==> src/rtl/mem_bist_if.sv <==
// Data-port bus between the BIST master and cpu_interface's dmem_* port.
// master: the BIST engine; slave: cpu_interface (or a memory model).
interface mem_bist_if #(
    parameter int ADDR_W = 30,
    parameter int DATA_W = 32
) ();
    logic                  dmem_read;
    logic                  dmem_write;
    logic [ADDR_W-1:0]     dmem_addr;
    logic [DATA_W-1:0]     dmem_wdata;
    logic [DATA_W/8-1:0]   dmem_ben;
    logic [DATA_W-1:0]     dmem_rdata;
    logic                  mem_stall;

    modport master (
        output dmem_read, dmem_write, dmem_addr, dmem_wdata, dmem_ben,
        input  dmem_rdata, mem_stall
    );

    modport slave (
        input  dmem_read, dmem_write, dmem_addr, dmem_wdata, dmem_ben,
        output dmem_rdata, mem_stall
    );
endinterface

==> src/rtl/mem_bist_engine.sv <==
// Memory self-test master: writes a pattern over a strided address range, reads it
// back and counts mismatches. Optional first-failure log when MEM_BIST_ERRLOG_EN
// is defined (adds fail_vld_o/fail_addr_o/fail_exp_o/fail_act_o).
module mem_bist_engine #(
    parameter int          ADDR_W    = 30,
    parameter int          DATA_W    = 32,
    parameter int unsigned BASE_ADDR = 0,
    parameter int          WORDS     = 256,
    parameter int unsigned STRIDE    = 32,
    parameter int          ERR_W     = 16
) (
    input  logic              clk,
    input  logic              rst,
    input  logic              start_i,
    input  logic              abort_i,
    input  logic [1:0]        mode_i,
    mem_bist_if.master        bus,
    output logic              busy_o,
    output logic              done_o,
    output logic              pass_o,
    output logic [ERR_W-1:0]  err_cnt_o,
    output logic [7:0]        led_o
`ifdef MEM_BIST_ERRLOG_EN
    ,
    output logic              fail_vld_o,
    output logic [ADDR_W-1:0] fail_addr_o,
    output logic [DATA_W-1:0] fail_exp_o,
    output logic [DATA_W-1:0] fail_act_o
`endif
);
    localparam int                IDX_W     = (WORDS > 1) ? $clog2(WORDS) : 1;
    localparam logic [IDX_W-1:0]  IDX_LAST  = IDX_W'(WORDS - 1);
    localparam logic [ADDR_W-1:0] ADDR_BASE = ADDR_W'(BASE_ADDR);
    localparam logic [ADDR_W-1:0] ADDR_STEP = ADDR_W'(STRIDE);
    localparam logic [DATA_W-1:0] WALK_INIT = DATA_W'(1);

    typedef enum logic [1:0] {S_IDLE, S_WRITE, S_READ, S_DONE} state_t;

    state_t              state_q, state_d;
    logic [IDX_W-1:0]    idx_q, idx_d;
    logic [ADDR_W-1:0]   addr_q, addr_d;
    logic [DATA_W-1:0]   walk_q, walk_d;     // walk-one bit, rotated once per access
    logic [1:0]          mode_q, mode_d;
    logic [ERR_W-1:0]    err_q, err_d;
    logic                pass_q, pass_d;
    logic [7:0]          led_q, led_d;
    logic [DATA_W-1:0]   exp_w;
    logic                last_w;
    logic                mismatch_w;
`ifdef MEM_BIST_ERRLOG_EN
    logic                fvld_q, fvld_d;
    logic [ADDR_W-1:0]   faddr_q, faddr_d;
    logic [DATA_W-1:0]   fexp_q, fexp_d;
    logic [DATA_W-1:0]   fact_q, fact_d;
`endif

    function automatic logic [DATA_W-1:0] pattern(input logic [1:0]        mode,
                                                  input logic [IDX_W-1:0]  idx,
                                                  input logic [ADDR_W-1:0] addr,
                                                  input logic [DATA_W-1:0] walk);
        logic [DATA_W-1:0] addr_ext;
        addr_ext = DATA_W'(addr);
        case (mode)
            2'd0:    pattern = walk;
            2'd1:    pattern = addr_ext;
            2'd2:    pattern = idx[0] ? {DATA_W/8{8'hAA}} : {DATA_W/8{8'h55}};
            default: pattern = ~addr_ext;
        endcase
    endfunction

    function automatic logic [ERR_W-1:0] sat_inc(input logic [ERR_W-1:0] v);
        sat_inc = (v == {ERR_W{1'b1}}) ? v : v + ERR_W'(1);
    endfunction

    assign exp_w      = pattern(mode_q, idx_q, addr_q, walk_q);
    assign last_w     = (idx_q == IDX_LAST);
    assign mismatch_w = (bus.dmem_rdata != exp_w);

    // Bus requests come straight from the state so reset drops them at once.
    assign bus.dmem_write = (state_q == S_WRITE);
    assign bus.dmem_read  = (state_q == S_READ);
    assign bus.dmem_addr  = (state_q == S_WRITE || state_q == S_READ) ? addr_q : '0;
    assign bus.dmem_wdata = (state_q == S_WRITE) ? exp_w : '0;
    assign bus.dmem_ben   = (state_q == S_WRITE) ? '1 : '0;

    assign busy_o    = (state_q != S_IDLE);
    assign done_o    = (state_q == S_DONE);
    assign pass_o    = pass_q;
    assign err_cnt_o = err_q;
    assign led_o     = led_q;
`ifdef MEM_BIST_ERRLOG_EN
    assign fail_vld_o  = fvld_q;
    assign fail_addr_o = faddr_q;
    assign fail_exp_o  = fexp_q;
    assign fail_act_o  = fact_q;
`endif

    // Next-state: sequencing, address/pattern stepping, compare and result tracking.
    always_comb begin
        state_d = state_q;
        idx_d   = idx_q;
        addr_d  = addr_q;
        walk_d  = walk_q;
        mode_d  = mode_q;
        err_d   = err_q;
        pass_d  = pass_q;
        led_d   = led_q;
`ifdef MEM_BIST_ERRLOG_EN
        fvld_d  = fvld_q;
        faddr_d = faddr_q;
        fexp_d  = fexp_q;
        fact_d  = fact_q;
`endif
        case (state_q)
            S_IDLE: begin
                if (start_i) begin
                    state_d = S_WRITE;
                    idx_d   = '0;
                    addr_d  = ADDR_BASE;
                    walk_d  = WALK_INIT;
                    mode_d  = mode_i;
                    err_d   = '0;
                    pass_d  = 1'b0;
`ifdef MEM_BIST_ERRLOG_EN
                    fvld_d  = 1'b0;
                    faddr_d = '0;
                    fexp_d  = '0;
                    fact_d  = '0;
`endif
                end
            end
            S_WRITE: begin
                // Abort is only honoured once the pending write has been accepted.
                if (!bus.mem_stall) begin
                    if (abort_i) begin
                        state_d = S_DONE;
                    end else if (last_w) begin
                        state_d = S_READ;
                        idx_d   = '0;
                        addr_d  = ADDR_BASE;
                        walk_d  = WALK_INIT;
                    end else begin
                        idx_d  = idx_q + IDX_W'(1);
                        addr_d = addr_q + ADDR_STEP;
                        walk_d = {walk_q[DATA_W-2:0], walk_q[DATA_W-1]};
                    end
                end
            end
            S_READ: begin
                if (!bus.mem_stall) begin
                    led_d = bus.dmem_rdata[7:0];
                    if (mismatch_w) begin
                        err_d = sat_inc(err_q);
`ifdef MEM_BIST_ERRLOG_EN
                        if (!fvld_q) begin
                            fvld_d  = 1'b1;
                            faddr_d = addr_q;
                            fexp_d  = exp_w;
                            fact_d  = bus.dmem_rdata;
                        end
`endif
                    end
                    if (abort_i) begin
                        state_d = S_DONE;
                    end else if (last_w) begin
                        state_d = S_DONE;
                        pass_d  = (err_d == '0);
                    end else begin
                        idx_d  = idx_q + IDX_W'(1);
                        addr_d = addr_q + ADDR_STEP;
                        walk_d = {walk_q[DATA_W-2:0], walk_q[DATA_W-1]};
                    end
                end
            end
            default: begin
                state_d = S_IDLE;
            end
        endcase
    end

    // State and result registers, all cleared by the asynchronous reset.
    always_ff @(posedge clk or posedge rst) begin
        if (rst) begin
            state_q <= S_IDLE;
            idx_q   <= '0;
            addr_q  <= '0;
            walk_q  <= '0;
            mode_q  <= '0;
            err_q   <= '0;
            pass_q  <= 1'b0;
            led_q   <= '0;
`ifdef MEM_BIST_ERRLOG_EN
            fvld_q  <= 1'b0;
            faddr_q <= '0;
            fexp_q  <= '0;
            fact_q  <= '0;
`endif
        end else begin
            state_q <= state_d;
            idx_q   <= idx_d;
            addr_q  <= addr_d;
            walk_q  <= walk_d;
            mode_q  <= mode_d;
            err_q   <= err_d;
            pass_q  <= pass_d;
            led_q   <= led_d;
`ifdef MEM_BIST_ERRLOG_EN
            fvld_q  <= fvld_d;
            faddr_q <= faddr_d;
            fexp_q  <= fexp_d;
            fact_q  <= fact_d;
`endif
        end
    end
endmodule

==> src/flat_wrapper.sv <==
// flat-port wrapper written by rule: the top's interface ports become plain ports
module mem_bist_engine_flat 
#(
    parameter int          ADDR_W    = 30,
    parameter int          DATA_W    = 32,
    parameter int unsigned BASE_ADDR = 0,
    parameter int          WORDS     = 256,
    parameter int unsigned STRIDE    = 32,
    parameter int          ERR_W     = 16
)
  (clk, rst, start_i, abort_i, mode_i, busy_o, done_o, pass_o, err_cnt_o, led_o, bus_dmem_read, bus_dmem_write, bus_dmem_addr, bus_dmem_wdata, bus_dmem_ben, bus_dmem_rdata, bus_mem_stall);
  mem_bist_if #(.ADDR_W(ADDR_W), .DATA_W(DATA_W)) bus_i ();
  input  logic clk;
  input  logic rst;
  input  logic start_i;
  input  logic abort_i;
  input  logic [1:0] mode_i;
  output logic busy_o;
  output logic done_o;
  output logic pass_o;
  output logic [ERR_W-1:0] err_cnt_o;
  output logic [7:0] led_o;
  output wire logic [$bits(bus_i.dmem_read)-1:0] bus_dmem_read;
  output wire logic [$bits(bus_i.dmem_write)-1:0] bus_dmem_write;
  output wire logic [$bits(bus_i.dmem_addr)-1:0] bus_dmem_addr;
  output wire logic [$bits(bus_i.dmem_wdata)-1:0] bus_dmem_wdata;
  output wire logic [$bits(bus_i.dmem_ben)-1:0] bus_dmem_ben;
  input wire logic [$bits(bus_i.dmem_rdata)-1:0] bus_dmem_rdata;
  input wire logic [$bits(bus_i.mem_stall)-1:0] bus_mem_stall;
  assign bus_dmem_read = bus_i.dmem_read;
  assign bus_dmem_write = bus_i.dmem_write;
  assign bus_dmem_addr = bus_i.dmem_addr;
  assign bus_dmem_wdata = bus_i.dmem_wdata;
  assign bus_dmem_ben = bus_i.dmem_ben;
  assign bus_i.dmem_rdata = bus_dmem_rdata;
  assign bus_i.mem_stall = bus_mem_stall;
  mem_bist_engine #(.ADDR_W(ADDR_W), .DATA_W(DATA_W), .BASE_ADDR(BASE_ADDR), .WORDS(WORDS), .STRIDE(STRIDE), .ERR_W(ERR_W)) u_core (.clk(clk), .rst(rst), .start_i(start_i), .abort_i(abort_i), .mode_i(mode_i), .bus(bus_i), .busy_o(busy_o), .done_o(done_o), .pass_o(pass_o), .err_cnt_o(err_cnt_o), .led_o(led_o));
endmodule
==> config.mk <==
export PLATFORM = sky130hd
export DESIGN_NAME = mem_bist_engine_flat
export DESIGN_NICKNAME = d
export VERILOG_FILES = /design/src/rtl/mem_bist_if.sv /design/src/rtl/mem_bist_engine.sv /design/src/flat_wrapper.sv
export SDC_FILE = /design/constraint.sdc
export NUM_CORES = 1
export LEC_CHECK = 0
export CAP_MARGIN = 20
export CORE_UTILIZATION = 48
export DETAILED_ROUTE_END_ITERATION = 8
export PLACE_DENSITY = 0.78
export RECOVER_POWER = 50
export SLEW_MARGIN = 20
export SYNTH_ARGS = -nofsm -noshare
export SYNTH_HDL_FRONTEND = slang
export SYNTH_SLANG_ARGS = --single-unit
==> constraint.sdc <==
create_clock -name clk -period 3.1 [get_ports clk]
set_input_delay 0.465 -clock clk [delete_from_list [all_inputs] [get_ports clk]]
set_output_delay 0.465 -clock clk [all_outputs]
set_load 0.02 [all_outputs]
==> metrics.md, run 1 <==
| Metric | Value |
|---|---|
| Outcome | `complete, but fails checks` |
| Failing checks | `max-capacitance violations, max-slew violations, negative setup slack` |
| Layout Cells excl Fill | `1126` |
| Largest net degree at the start of global routing | `43` |
| Startpoint Class | `flop` |
| Final GP Congestion | `0.967` |
| Clock Path Buffers | `2` |
| Dpl ws | `-0.403 ns` |
| Antenna violations before repair | `1` |
| Final ANT Viol Nets | `0` |
| Post-CTS Hold Fix Bufs | `0` |
| Flop-to-flop setup slack | `-0.04 ns` |
| Fin crit share | `101%` |
| Rel. slew slack | `-31.5%` |
| Inserted Diodes | `0` |
| Final Instance Area | `0.00928 mm²` |
| WP data required | `3.36 ns` |
| Initial core utilization | `49.8%` |
| Core Box Area | `0.0134 mm²` |
| Die height | `120 µm` |
| Placed cells | `1096` |
| Vias post-DR | `6784` |
| Setup WS post-layout | `-0.0378 ns` |
| Port Buffers | `128` |
| Synth area leader | `dfrtp_1` |
| Crit path max fanout | `5` |
| Placed cell area | `0.00858 mm²` |
| Multiplexer share of the synthesized area | `4.01%` |
| Yosys warns | `0` |
| Layout cells sized above 1 | `17.5%` |
| Final setup vio count | `1` |
| Compound-Gate Fraction of Synth Area | `20.3%` |
| Drt initial violations | `766` |
| Final Critical Period | `3.14 ns` |
| Final Max Tran Viols | `42` |
| Worst min path class | `flop to flop` |
| Fmax | `0.319 GHz` |
| Number of synthesized flops with an enable pin | `0` |
| Synth area leaders | `dfrtp_1 35%, xnor2_1 5.6%, a22o_1 4.7%` |
| Global-route wire length before repair | `33.8 mm` |
| Die width | `120 µm` |
| GRT overflow | `0` |
| Reg2Reg Depth | `14` |
| Post-Synth Simple-Gate Area | `21.9%` |
| H-Tree Depth | `3` |
| Final routed DRC violation total | `0` |
| Total negative slack | `-0.0378 ns` |
| Asr flop ratio synth | `100%` |
| FF+latch count, synth | `94` |
| Vias in the first global route | `6330` |
| Setup Skew | `0.0113 ns` |
| Total power | `7100 µW` |
| Register area share after synthesis | `35.3%` |
| # rows | `42` |
| Pwr dens | `765 mW/mm²` |
| Syn_area_per_cell | `8.73 µm²` |
| Pleak | `0.00420 µW` |
| Slowest CP cell | `dfrtp_2` |
| TritonCTS buffer count | `9` |
| Mapped Area | `0.00667 mm²` |
| Prevailing post-synth register cell | `dfrtp_1` |
| P&R area growth vs syn | `39.1%` |
| Routed len/inst | `19.4 µm` |
| Pre-antenna DRT Iters | `6` |
| Slew @ Worst Pin | `1.96 ns` |
| Final hold violation count | `0` |
| FILL cells | `1038` |
| CP peak stage delay | `0.43 ns` |
| Worst setup EP type | `flop` |
| Synth top area share | `35.3%` |
| Critical Path AT | `3.40 ns` |
| Clk_lat worst skew | `0.36 ns` |
| Unrepaired setup endpoints after global routing | `yes` |
| Cell variety after synth | `64` |
| Die Footprint | `0.0144 mm²` |
| Max_cap viols | `1` |
| I/O Pins | `134` |
| Clock Sinks | `94` |
| Post-Synth XOR/XNOR Area | `11.4%` |
| Setup CP Type | `flop to flop` |
| Detailed Route WL | `21.9 mm` |
| Vias/cell | `6.02` |
| Worst Hold Path Cells | `1` |
| Cells along the critical path | `buf_12 -> buf_12 -> buf_8 -> mux2i_4 -> mux2i_4 -> xnor2_2 -> nand3_1 -> nor4_2 -> buf_4 -> a31oi_4 -> a21o_1 -> a222oi_1 -> nand4b_1 -> o31ai_1` |
| Largest family of logic cells by synthesized area | `simple AND/OR/NAND/NOR gates` |
| Post-Synthesis Cells | `764` |
| Fin nets | `993` |
| TritonCTS clock tree | `done` |
| GRT Overall Usage | `30.8%` |
| Clk slew on worst S/H paths | `0.07 ns` |
| CTS Root Cell | `clkbuf_16` |
| HPWL Detailed | `15.6 mm` |
| Synth Area in Adders | `1.50%` |
| Max VDD drop | `0.458 mV` |
## layout make-up
| cell class | count | area (µm²) | area share [%] |
|---|---|---|---|
| Multi-Input combinational cell | 596 | 4170 | 45.0 |
| Sequential cell | 94 | 2350 | 25.4 |
| Timing Repair Buffer | 233 | 2170 | 23.4 |
| Clock buffer | 9 | 225 | 2.43 |
| Tap cell | 176 | 220 | 2.37 |
| Clock inverter | 6 | 87.6 | 0.944 |
| Inverter | 12 | 46.3 | 0.499 |
## timing repair
item                       4_1_cts  5_1_grt
pin swaps                       18       12
setup endpoints to repair        6       40
setup buffers                    9        6
resized for setup               37       25
## logic make-up (layout without fill, tap and decap cells)
| family | count (synthesis) | after routing |
|---|---|---|
| AOI/OAI and AO/OA | 198 | 198 |
| xor gates and xnor gates | 82 | 82 |
| adders and majority gates | 8 | 8 |
| buffers and inverters | 78 | 260 |
| DFF | 94 | 94 |
| muxes | 24 | 24 |
| other | 1 | 5 |
| and+or+nand+nor | 279 | 279 |
## cell usage in the layout, fill, tap and decap left out, types with 5 or more instances in the layout
cell             instances
o21ai_0                 57
nand3_1                 27
buf_6                    8
a31oi_1                  6
clkdlybuf4s50_1         89
and3_1                  35
mux2_2                  11
a21o_1                   6
conb_1                   5
buf_12                   5
a21oi_1                 29
dfrtp_1                 93
a22o_1                  36
and2_1                  35
nand2_1                 53
dlymetal6s2s_1           5
xor2_1                  36
mux2i_1                  9
nor3_1                  12
nand2b_1                 6
clkbuf_16                9
nor4_1                   8
ha_1                     8
inv_1                   10
buf_4                   83
xnor2_1                 40
o31ai_1                  5
nand4_1                 12
nor2_1                  54
dlygate4sd3_1           33
clkbuf_1                 6
a211oi_1                22
## sequential cells by signal, indices dropped and copies added (netlist names)
| register | flops |
|---|---|
| u_core.led_o | 8 |
| u_core.walk_q | 32 |
| u_core.err_cnt_o | 16 |
| u_core.addr_q | 25 |
| u_core.state_q | 2 |
| u_core.pass_o | 1 |
| u_core.idx_q | 8 |
| u_core.mode_q | 2 |
## cells in the mapped netlist, types with 3 or more instances
| cell type | number |
|---|---|
| buf_1 | 7 |
| nor2b_1 | 4 |
| o221ai_1 | 3 |
| a211oi_1 | 23 |
| a21oi_1 | 29 |
| o21ai_0 | 59 |
| and3_1 | 37 |
| a31oi_1 | 7 |
| xnor2_1 | 43 |
| a31o_2 | 3 |
| nand4_1 | 12 |
| nand2b_1 | 7 |
| buf_6 | 3 |
| a21o_1 | 6 |
| dfrtp_1 | 94 |
| nand3_1 | 27 |
| xnor3_1 | 3 |
| mux2_2 | 12 |
| inv_1 | 11 |
| or2_2 | 3 |
| nand4b_1 | 3 |
| nand2_1 | 54 |
| buf_2 | 11 |
| clkbuf_1 | 35 |
| buf_4 | 10 |
| ha_1 | 8 |
| nor4_1 | 11 |
| xor2_1 | 36 |
| mux2i_1 | 11 |
| nor2_1 | 57 |
| a22o_1 | 36 |
| a211o_1 | 4 |
| o31ai_1 | 5 |
| a221oi_1 | 3 |
| and2_1 | 37 |
| nor3_1 | 14 |
## path summary, 6_finish.rpt
kind / startpoint / to
max reg2reg: u_core.mode_q[1]$_DFFE_PP0P_ / u_core.pass_o$_DFFE_PP0P_
min: u_core.led_o[2]$_DFFE_PP0P_ / u_core.led_o[2]$_DFFE_PP0P_
min reg2reg: u_core.led_o[2]$_DFFE_PP0P_ / u_core.led_o[2]$_DFFE_PP0P_
min in group asynchronous: rst / u_core.idx_q[2]$_DFFE_PP0P_
max: u_core.mode_q[1]$_DFFE_PP0P_ / u_core.pass_o$_DFFE_PP0P_
max in group asynchronous: rst / u_core.mode_q[1]$_DFFE_PP0P_
## report_power, final
part / switching (µW) / internal (µW) / total, µW
logic: 2520 / 1890 / 4420
registers: 135 / 1360 / 1490
clock network: 488 / 702 / 1190
## through the flow
stage	util, %	hold slack [ns]
2_1_floorplan	-	0.460
3_3_place_gp	64.1	0.472
3_5_place_dp	64.1	0.490
4_1_cts	68.3	0.509
5_1_grt	69.3	0.509
6_report	69.3	0.499
## layer usage
metal	wire (µm)	GRT usage [%]	vias to the layer above
met5	0	0	-
met4	405	8.52	0
met3	1800	5.85	37
met2	10100	48.7	353
met1	9550	42.9	3290
li1	-	-	3104
## worst max-delay path, delay by kind of cell, from the launching register on
| kind | cells | cell delay, ns |
|---|---|---|
| XOR/XNOR | 1 | 0.16 |
| AO/OA/AOI/OAI | 4 | 0.87 |
| AND/OR/NAND/NOR | 3 | 0.59 |
| buffers and inverters | 4 | 0.62 |
| multiplexers | 2 | 0.38 |
| flip-flops | 1 | 0.43 |
No activity file was read; power rests on OpenSTA's default activity.
==> run 2, diff against run 1 <==
--- a/config.mk
+++ b/config.mk
@@ -6,6 +6,7 @@
 export NUM_CORES = 1
 export LEC_CHECK = 0
 export CAP_MARGIN = 20
+export CORE_ASPECT_RATIO = 1.75
 export CORE_UTILIZATION = 48
 export DETAILED_ROUTE_END_ITERATION = 8
 export PLACE_DENSITY = 0.78
==> run 2 against run 1 <==
Effect of this change: the flow still finishes with violations (max-capacitance violations, max-slew violations, negative setup slack); flip-flop and latch count did not move; clock skew fell by 0.0033 ns; non-clock buffer count grew 5; power is 1.8% lower; first-iteration DRC count is 10% lower; via count rose by 1.9%; fmax decreased by 4.2%; clock-buffer cell count up 1; die area up 0.13%; combinational power decreased by 3%; setup slack lost 0.14 ns; critical endpoint unchanged.
==> metrics.md, run 2 (synthesized netlist as in run 1, its figures left out) <==
| Metric | Value |
|---|---|
| Fmax | `0.305 GHz` |
| Crit path max fanout | `4` |
| # rows | `56` |
| FILL cells | `1067` |
| Final setup vio count | `2` |
| HPWL Detailed | `16.8 mm` |
| Internal power | `3860 µW` |
| Worst min path class | `flop to flop` |
| Clk_lat worst skew | `0.35 ns` |
| Largest register FFs | `32` |
| Final ANT Viol Nets | `0` |
| Pwr dens | `751 mW/mm²` |
| Port Buffers | `128` |
| Top delay family on crit path | `compound AO/OA/AOI/OAI gates` |
| Clock Path Buffers | `2` |
| Sw frac | `44.7%` |
| P&R area growth vs syn | `39.2%` |
| Slowest CP cell | `or4b_1` |
| Largest net degree at the start of global routing | `51` |
| Final Critical Period | `3.28 ns` |
| Clock Sinks | `94` |
| Setup Skew | `0.00806 ns` |
| TritonCTS clock tree | `done` |
| Max VDD drop | `0.388 mV` |
| Vias/cell | `6.12` |
| Post-CTS Hold Fix Bufs | `0` |
| Reg2Reg Depth | `13` |
| Pre-antenna DRT Iters | `7` |
| Worst path depth | `12` |
| Final routed DRC violation total | `0` |
| Worst Hold Path Cells | `2` |
| Drt initial violations | `687` |
| Worst setup EP type | `flop` |
| Global-route wire length before repair | `34.6 mm` |
| Failing checks | `max-capacitance violations, max-slew violations, negative setup slack` |
| Clk slew on worst S/H paths | `0.07 ns` |
| Die width | `91.1 µm` |
| Final hold violation count | `0` |
| Routed len/inst | `20.2 µm` |
| CTS Root Cell | `clkbuf_16` |
| Die Footprint | `0.0144 mm²` |
| Outcome | `complete, but fails checks` |
| Vias in the first global route | `6604` |
| CP bufs+invs | `2` |
| H-Tree Depth | `3` |
| Clock power frac | `16.9%` |
| Hold Slack | `0.492 ns` |
| TritonCTS buffer count | `9` |
| Pleak | `0.00420 µW` |
| Setup WS post-layout | `-0.176 ns` |
| Dpl ws | `-0.455 ns` |
| Final GP Congestion | `0.957` |
| Biggest register | `u_core.walk_q` |
| Core Box Area | `0.0135 mm²` |
| Vias post-DR | `6916` |
| Unrepaired setup endpoints after global routing | `yes` |
| CP peak stage delay | `0.62 ns` |
| Critical Path AT | `3.53 ns` |
| Gate power share | `61.6%` |
| Setup CP Type | `input pin to flop` |
| Initial core utilization | `49.6%` |
| Fin crit share | `106%` |
| Commonest non-fill, non-tap cell in the layout | `buf_4` |
| GRT overflow | `0` |
| Slew @ Worst Pin | `2.05 ns` |
| Cells along the critical path | `clkdlybuf4s50_1 -> or4b_1 -> mux2i_1 -> a22oi_1 -> o311a_1 -> a221oi_2 -> buf_4 -> nand3_4 -> a211o_1 -> a222oi_1 -> nand4b_1 -> o31ai_1` |
| Final Max Tran Viols | `51` |
| Rel. slew slack | `-36.4%` |
| Most frequent cells in the layout | `95 x buf_4, 94 x clkdlybuf4s50_1, 92 x dfrtp_1, 58 x o21ai_0` |
| WP data required | `3.35 ns` |
| Max_cap viols | `1` |
| Die height | `158 µm` |
| Startpoint Class | `input pin` |
| Detailed Route WL | `22.8 mm` |
| Inserted Diodes | `0` |
| Sw Pwr | `3120 µW` |
| I/O Pins | `134` |
| Fin nets | `998` |
| Layout cells sized above 1 | `18.7%` |
| GRT Overall Usage | `31.3%` |
| Seq pwr share | `21.5%` |
| Antenna violations before repair | `0` |
[run 2: repair_timing]
item | CTS | global route
endpoints found under the setup margin | 10 | 45
buffers inserted | 3 | 5
gates resized for setup | 20 | 32
pin swaps | 15 | 11
[run 2: layer usage]
metal / up-vias / wire length, µm / global-route usage (%)
li1: 3112 / - / -
met1: 3350 / 7950 / 33.3
met2: 337 / 11800 / 56.3
met3: 117 / 1320 / 4.80
met4: 0 / 1710 / 22.0
met5: - / 0 / 0
[run 2: worst paths after layout]
path                                               from                             to  slack [ns]
setup / recovery                      bus_dmem_rdata[7]      u_core.pass_o$_DFFE_PP0P_       -0.18
hold / removal              u_core.led_o[4]$_DFFE_PP0P_    u_core.led_o[4]$_DFFE_PP0P_        0.49
setup reg to reg           u_core.mode_q[1]$_DFFE_PP0P_      u_core.pass_o$_DFFE_PP0P_       -0.16
hold reg to reg             u_core.led_o[4]$_DFFE_PP0P_    u_core.led_o[4]$_DFFE_PP0P_        0.49
max in group asynchronous                           rst  u_core.walk_q[12]$_DFFE_PP0P_        0.41
min in group asynchronous                           rst  u_core.addr_q[20]$_DFFE_PP0P_        1.24
[run 2: worst min-delay path: stages, from the launching register on]
cell     delay (ns)
dfrtp_1        0.35
nand2_1        0.04
o21ai_0        0.06
[run 2: power groups by stage]
stage	Combinational (µW)	Sequential [µW]	Clock (µW)
floorplan	2400	1550	0
global placement	4000	1520	0
detailed placement	4050	1520	0
CTS	4150	1490	1190
global route	4590	1510	1230
finish	4300	1500	1180
[run 2: stage by stage]
stage,area (µm²),total power [µW],TNS (ns),util [%],std cells
after CTS,9110,6830,-0.186,67.7,1125
after global routing,9280,7340,-5.04,69.0,1130
after floorplan,6690,3950,0,-,768
after global placement,8700,5510,-0.509,64.6,1106
final,9280,6980,-0.195,69.0,1130
after detailed placement,8700,5570,-1.76,64.6,1106
[run 2: area by class of cell]
type / count / area (µm²) / share of cell area, %
sequential: 94 / 2350 / 25.4
inverter: 12 / 45.0 / 0.485
clock buffer: 10 / 239 / 2.57
clock inverter: 6 / 76.3 / 0.822
multi-input combinational: 596 / 4170 / 44.9
tap: 174 / 218 / 2.35
timing repair buffer: 238 / 2180 / 23.5
==> run 3, diff against run 2 <==
--- a/config.mk
+++ b/config.mk
@@ -8,6 +8,7 @@
 export CAP_MARGIN = 20
 export CORE_ASPECT_RATIO = 1.75
 export CORE_UTILIZATION = 48
+export CTS_CLUSTER_SIZE = 24
 export DETAILED_ROUTE_END_ITERATION = 8
 export PLACE_DENSITY = 0.78
 export RECOVER_POWER = 50
==> results of run 3 <==
Same layout as run 2: the final DEF is identical, and so are final timing and power.
